<file path="config.mk">
export PLATFORM = sky130hd
export DESIGN_NAME = phase_track_ctrl
export DESIGN_NICKNAME = d
export VERILOG_FILES = /design/src/rtl/phase_track_ctrl.sv
export SDC_FILE = /design/constraint.sdc
export NUM_CORES = 1
export LEC_CHECK = 0
export BUFFER_PORTS_ARGS = -buffer_cell sky130_fd_sc_hd__buf_2
export CORE_AREA = 10 10 123 125
export CTS_BUF_LIST = sky130_fd_sc_hd__clkbuf_2
export DETAILED_ROUTE_END_ITERATION = 12
export DIE_AREA = 0 0 133 135
export PLACE_DENSITY = 0.85
export SYNTH_ARGS = -nofsm -noshare
export SYNTH_HDL_FRONTEND = slang
export SYNTH_SLANG_ARGS = --single-unit
</file>
<file path="constraint.sdc">
create_clock -name clk_60m -period 4.4 [get_ports clk_60m]
set_input_delay 0.66 -clock clk_60m [delete_from_list [all_inputs] [get_ports clk_60m]]
set_output_delay 0.66 -clock clk_60m [all_outputs]
set_load 0.1 [all_outputs]
</file>
<file path="src/rtl/phase_track_ctrl.sv">
// Phase-lock sequencer: averages wrapped zero-crossing errors over a window,
// steers the DA phase offset, and tracks lock and loss-of-signal status.
`timescale 1ns/1ps
module phase_track_ctrl #(
  parameter int TARGET_DEG  = 90,
  parameter int AVG_LOG2    = 3,
  parameter int GAIN_SHIFT  = 1,
  parameter int SETTLE_CYC  = 256,
  parameter int LOCK_TOL    = 4,
  parameter int UNLOCK_TOL  = 12,
  parameter int LOCK_CNT    = 3,
  parameter int TIMEOUT_CYC = 600000
) (
  input  logic               clk_60m,
  input  logic               rst_n,
  input  logic               enable,
  input  logic               meas_strobe,
  input  logic [8:0]         meas_phase,
  output logic [15:0]        phase_offset,
  output logic               offset_update,
  output logic signed [9:0]  mean_err,
  output logic               locked,
  output logic               lost,
  output logic [2:0]         state
);

  localparam int DATA_W = 9;
  localparam int ACC_W  = DATA_W + AVG_LOG2 + 1;
  localparam int CNT_W  = AVG_LOG2 + 1;
  localparam int SET_W  = $clog2(SETTLE_CYC + 1);
  localparam int TO_W   = $clog2(TIMEOUT_CYC + 1);
  localparam int RUN_W  = $clog2(LOCK_CNT + 1);

  localparam logic signed [10:0] TGT          = 11'(TARGET_DEG);
  localparam logic [CNT_W-1:0]   N_LAST       = CNT_W'((1 << AVG_LOG2) - 1);
  localparam logic [SET_W-1:0]   SET_LAST     = SET_W'(SETTLE_CYC - 1);
  localparam logic [TO_W-1:0]    TO_LAST      = TO_W'(TIMEOUT_CYC - 1);
  localparam logic [RUN_W-1:0]   LOCK_CNT_V   = RUN_W'(LOCK_CNT);
  localparam logic [9:0]         LOCK_TOL_V   = 10'(LOCK_TOL);
  localparam logic [9:0]         UNLOCK_TOL_V = 10'(UNLOCK_TOL);

  typedef enum logic [2:0] {
    S_IDLE    = 3'd0,
    S_ACQUIRE = 3'd1,
    S_ADJUST  = 3'd2,
    S_SETTLE  = 3'd3,
    S_LOST    = 3'd4
  } state_t;

  state_t cur_st, nxt_st;

  logic signed [ACC_W-1:0] sum_q;
  logic [CNT_W-1:0]        cnt_q;
  logic [SET_W-1:0]        settle_q;
  logic [TO_W-1:0]         to_q;
  logic [RUN_W-1:0]        run_q;

  logic signed [10:0]      samp_err;
  logic signed [9:0]       mean_c;
  logic signed [17:0]      corr_c;
  logic [9:0]              mean_abs;
  logic [RUN_W-1:0]        run_inc;
  logic                    to_hit;

  // Wrap a raw angle difference into -180..179; 360 aliases to 0.
  function automatic logic signed [10:0] wrap_err(input logic [8:0] ph);
    logic [8:0]         p;
    logic signed [10:0] e;
    p = (ph == 9'd360) ? 9'd0 : ph;
    e = $signed({2'b00, p}) - TGT;
    if (e >= 11'sd180)
      e = e - 11'sd360;
    else if (e < -11'sd180)
      e = e + 11'sd360;
    return e;
  endfunction

  function automatic logic [9:0] abs10(input logic signed [9:0] v);
    return v[9] ? 10'(-v) : 10'(v);
  endfunction

  function automatic logic [RUN_W-1:0] sat_inc(input logic [RUN_W-1:0] v);
    return (v < LOCK_CNT_V) ? v + 1'b1 : v;
  endfunction

  assign samp_err = wrap_err(meas_phase);
  assign mean_c   = 10'(sum_q >>> AVG_LOG2);
  assign corr_c   = (18'(mean_c) * 18'sd182) >>> GAIN_SHIFT;
  assign mean_abs = abs10(mean_c);
  assign run_inc  = sat_inc(run_q);
  assign to_hit   = ((cur_st == S_ACQUIRE) || (cur_st == S_SETTLE)) &&
                    !meas_strobe && (to_q == TO_LAST);
  assign state    = cur_st;

  always_ff @(posedge clk_60m or negedge rst_n) begin
    if (!rst_n)
      cur_st <= S_IDLE;
    else
      cur_st <= nxt_st;
  end

  always_comb begin
    nxt_st = cur_st;
    if (!enable) begin
      nxt_st = S_IDLE;
    end else begin
      case (cur_st)
        S_IDLE:    nxt_st = S_ACQUIRE;
        S_ACQUIRE: begin
          if (meas_strobe && (cnt_q == N_LAST))
            nxt_st = S_ADJUST;
          else if (to_hit)
            nxt_st = S_LOST;
        end
        S_ADJUST:  nxt_st = S_SETTLE;
        S_SETTLE: begin
          if (to_hit)
            nxt_st = S_LOST;
          else if (settle_q == SET_LAST)
            nxt_st = S_ACQUIRE;
        end
        S_LOST: begin
          if (meas_strobe)
            nxt_st = S_ACQUIRE;
        end
        default:   nxt_st = S_IDLE;
      endcase
    end
  end

  always_ff @(posedge clk_60m or negedge rst_n) begin
    if (!rst_n) begin
      sum_q         <= '0;
      cnt_q         <= '0;
      settle_q      <= '0;
      to_q          <= '0;
      run_q         <= '0;
      phase_offset  <= '0;
      offset_update <= 1'b0;
      mean_err      <= '0;
      locked        <= 1'b0;
      lost          <= 1'b0;
    end else begin
      offset_update <= 1'b0;
      if (!enable) begin
        sum_q    <= '0;
        cnt_q    <= '0;
        settle_q <= '0;
        to_q     <= '0;
        run_q    <= '0;
        locked   <= 1'b0;
        lost     <= 1'b0;
      end else begin
        case (cur_st)
          S_IDLE: begin
            sum_q <= '0;
            cnt_q <= '0;
            run_q <= '0;
            to_q  <= '0;
          end
          S_ACQUIRE: begin
            if (meas_strobe) begin
              sum_q <= sum_q + ACC_W'(samp_err);
              cnt_q <= cnt_q + 1'b1;
              to_q  <= '0;
            end else if (to_hit) begin
              to_q   <= '0;
              lost   <= 1'b1;
              locked <= 1'b0;
              run_q  <= '0;
            end else begin
              to_q <= to_q + 1'b1;
            end
          end
          // Window complete: publish mean, steer offset, update lock status.
          S_ADJUST: begin
            mean_err      <= mean_c;
            phase_offset  <= phase_offset - 16'(corr_c);
            offset_update <= (corr_c != 18'sd0);
            settle_q      <= '0;
            if (meas_strobe)
              to_q <= '0;
            if (mean_abs <= LOCK_TOL_V) begin
              run_q <= run_inc;
              if (run_inc == LOCK_CNT_V)
                locked <= 1'b1;
            end else begin
              run_q <= '0;
              if (locked && (mean_abs > UNLOCK_TOL_V))
                locked <= 1'b0;
            end
          end
          S_SETTLE: begin
            if (meas_strobe) begin
              to_q <= '0;
            end else if (to_hit) begin
              to_q   <= '0;
              lost   <= 1'b1;
              locked <= 1'b0;
              run_q  <= '0;
            end else begin
              to_q <= to_q + 1'b1;
            end
            if (settle_q == SET_LAST) begin
              settle_q <= '0;
              sum_q    <= '0;
              cnt_q    <= '0;
            end else begin
              settle_q <= settle_q + 1'b1;
            end
          end
          S_LOST: begin
            to_q <= '0;
            if (meas_strobe) begin
              lost  <= 1'b0;
              sum_q <= '0;
              cnt_q <= '0;
            end
          end
          default: begin
            sum_q <= '0;
            cnt_q <= '0;
          end
        endcase
      end
    end
  end

endmodule

</file>
==> flow_metrics.tcl <==
set metrics [dict create \
    clkPwrFrac_pct 9.4 \
    synth_edf_count 0 \
    synth_flop_cell "dfrtp_1" \
    drive_above_1_share_pct 24.31 \
    start_util_pct 57.15 \
    max_slew.worst_pin.slew_ns 1.036 \
    design_area_mm2 0.008616 \
    p_int_mw 2.791 \
    die_area_mm2 0.01796 \
    post-place-ws_ns -0.1976 \
    antenna_found_initial 1 \
    critPathKind "reg -> reg" \
    nNetsFinal 1062 \
    timing.final.ws_setup_ns -0.4957 \
    synthDistinctLibCells 68 \
    fin_skew_ns 0.02098 \
    drtAntennaViolNets 0 \
    vias 6464 \
    cts-root-buf "clkbuf_2" \
    dp_hpwl_mm 12.37 \
    cp_data_arrival_time_ns 5.39 \
    finalWirelength_mm 17.75 \
    worst_setup_path_start_kind "flop" \
    drv_slew 0 \
    p_comb_share_pct 74.1 \
    netSwitchingFraction_pct 44.67 \
    pwr-share-seq_pct 16.5 \
    path_delay_family "adder cells" \
    required_ns 4.89 \
    synth_area_mm2 0.007183 \
    crit_path_max_fanout 5 \
    yosysWarningCount 0 \
    place_congestion 0.8644 \
    cts_tree "yes" \
    cellPowerDensity_mw_per_mm2 585.4 \
    cpMaxStageDelayCell "dfrtp_2" \
    cts.path.max_buffers 2 \
    drc 0 \
    relSlewSlack_pct 30.71 \
    setup_viol 5 \
    core_area_mm2 0.01257 \
    grt_max_degree 52 \
    yosysSeqAreaShare_pct 27.87 \
    async_reset_ff_share_pct 100.0 \
    cts_buffers 9 \
    die_w_um 133 \
    worstSetupEndpointType "flop" \
    max-vdd-ir-drop_mv 0.3459 \
    multi_input_area_mm2 0.005149 \
    max_stage_delay_ns 0.50 \
    grt_first_pass_wirelength_mm 29.28 \
    ys_ff_latch 80 \
    synth_fp_nets 949 \
    grt_overflow 0 \
    pin_count 45 \
    initialDrtViolationCount 524 \
    cts.sink_count 80 \
    drtPass1Iterations 7 \
    area_delta_synth_final_pct 19.94 \
    hold_viol 0 \
    seq_area_mm2 0.002012 \
    cpMostUsedCell "fa_1" \
    max_cap_violations 0 \
    syn_area_per_cell_um2 8.707 \
    p_leak_nw 4.170 \
    h-tree-depth 3 \
    io_buffers 44 \
    max_freq_ghz 0.2043 \
    finalCritPeriodShare_pct 111.3 \
    violations "setup timing" \
    grtUsageTotal_pct 19.05 \
    p_sw_mw 2.253 \
    viasPerCell 5.797 \
    fillCellCount 903 \
    clk_latency_ns 0.58 \
    place_area_mm2 0.008099 \
    num_rows 41 \
    wire_per_inst_um 15.92 \
    crit_path_cell_trace "ha_2 > fa_1 > fa_1 > fa_1 > ha_2 > nor3_1 > a21oi_2 > a21oi_1 > xor2_1 > ha_1 > and3_4 > a211oi_4 > a21oi_2 > xnor2_1 > nor2_1 > xor2_1" \
    fp.dieH_um 135 \
    clk_pin_slew_ns 0.24 \
    outcome "complete, but fails checks" \
    cts_hold_buf 0 \
    period_minus_slack_ns 4.896 \
    first_global_vias 6381 \
    crit_buf_inv 0 \
    hold_path_class "in -> async" \
    syn_inst 825 \
    rsz0062_at_grt "true" \
]
[stage by stage]
step                      std cells  total power [mW]  hold slack (ns)  setup TNS (ns)  utilization, %
final                          1115             5.043          0.07672          -1.351           68.55
after detailed placement       1084             3.885           0.4525         -0.4596           64.44
after CTS                      1111             4.661          0.08578         -0.1235           67.28
after global routing           1115             5.432           0.1006          -2.383           68.55
after global placement         1084             3.766           0.4532        -0.07382           64.44
after floorplan                 825             2.953           0.3644        -0.05024               -
[worst register-to-register path, cell delays in order (launching register included)]
cell	delay, ns
dfrtp_2	0.50
ha_2	0.21
fa_1	0.50
fa_1	0.45
fa_1	0.50
ha_2	0.23
nor3_1	0.41
a21oi_2	0.14
a21oi_1	0.24
xor2_1	0.21
ha_1	0.33
and3_4	0.22
a211oi_4	0.29
a21oi_2	0.09
xnor2_1	0.22
nor2_1	0.11
xor2_1	0.18
[power groups by stage]
stage          clock network (mW)  logic, mW  registers (mW)
2_1_floorplan                   0       2.06           0.893
3_3_place_gp                    0       2.92           0.843
3_5_place_dp                    0       3.04           0.846
4_1_cts                     0.479       3.35           0.827
5_1_grt                     0.512       4.08           0.838
6_report                    0.475       3.74           0.831
[registers in the layout, indices dropped and copies added, names as in the netlist]
signal and cells:
sum_q 13, run_q 2, phase_offset 16, to_q 20, mean_err 10, offset_update 1, state 3, locked 1
cnt_q 4, lost 1, settle_q 9
[kinds of logic after synthesis]
family / synth area share, %
DFF: 27.87
muxes: 1.045
and+or+nand+nor: 18.13
xor gates and xnor gates: 6.828
AOI/OAI and AO/OA: 19.42
buffers and inverters: 4.755
adders and majority gates: 21.95
[timing repair]
| action | 4_1_cts | 5_1_grt |
|---|---|---|
| pin swaps | 23 | 19 |
| endpoints found under the setup margin | 4 | 7 |
| resized for setup | 24 | 28 |
| setup buffers | 12 | 3 |
| gates cloned | 0 | 0 |
| endpoints found under the hold margin | 0 | 0 |
[cell type report]
class                      instances  area share [%]
multi-input combinational        660           59.76
sequential                        80           23.35
timing repair buffer             125           10.06
inverter                          62           2.759
tap                              172           2.498
clock inverter                     5          0.9585
clock buffer                      10          0.5809
antenna                            1         0.02904
[synth_stat cells (all sizes together) (12+ instances only)]
cell    instances  share of area, %
nand2          98               5.2
o21ai          89               6.4
ha             86                15
dfrtp          80                28
inv            62               3.2
a21oi          45               3.1
nor2           39               2.1
xnor2          34               4.1
fa             25               7.0
and3           24               2.1
nand3          22               1.5
xor2           22               2.7
nor3           19               1.3
nand2b         17               1.5
clkbuf         16              0.89
o21a           12               1.4
[per-layer routing]
layer  track usage [%]  wire, µm  up-vias  share of wire [%]
li1                  -         -     3128                  -
met1             22.66      7721     3111                 43
met2             33.40      8799      180                 50
met5                 0         0        -                  0
met3             2.782       779       45                4.4
met4             8.374       450        0                2.5
[cell usage in the layout (no fill, tap or decap), drive strengths merged, types with 22 or more instances in the layout]
| cell | instances |
|---|---|
| a21oi | 45 |
| and3 | 24 |
| buf | 125 |
| dfrtp | 80 |
| fa | 25 |
| ha | 86 |
| inv | 62 |
| nand2 | 98 |
| nand3 | 22 |
| nor2 | 39 |
| o21ai | 89 |
| xnor2 | 34 |
| xor2 | 22 |
[path summary, 6_finish.rpt]
check	start	end	slack, ns	depth (start not counted)
max reg2reg	sum_q[6]$_DFFE_PN0P_	phase_offset[15]$_DFFE_PN0P_	-0.50	16
min	rst_n	mean_err[7]$_DFFE_PN0P_	0.08	1
min reg2reg	to_q[10]$_DFFE_PN0P_	to_q[10]$_DFFE_PN0P_	0.49	1
min in group clk_60m	enable	state[2]$_DFFE_PN0P_	0.42	2
max	sum_q[6]$_DFFE_PN0P_	phase_offset[15]$_DFFE_PN0P_	-0.50	16
max in group asynchronous	rst_n	mean_err[4]$_DFFE_PN0P_	3.46	2
(Power assumes the default switching activity.)
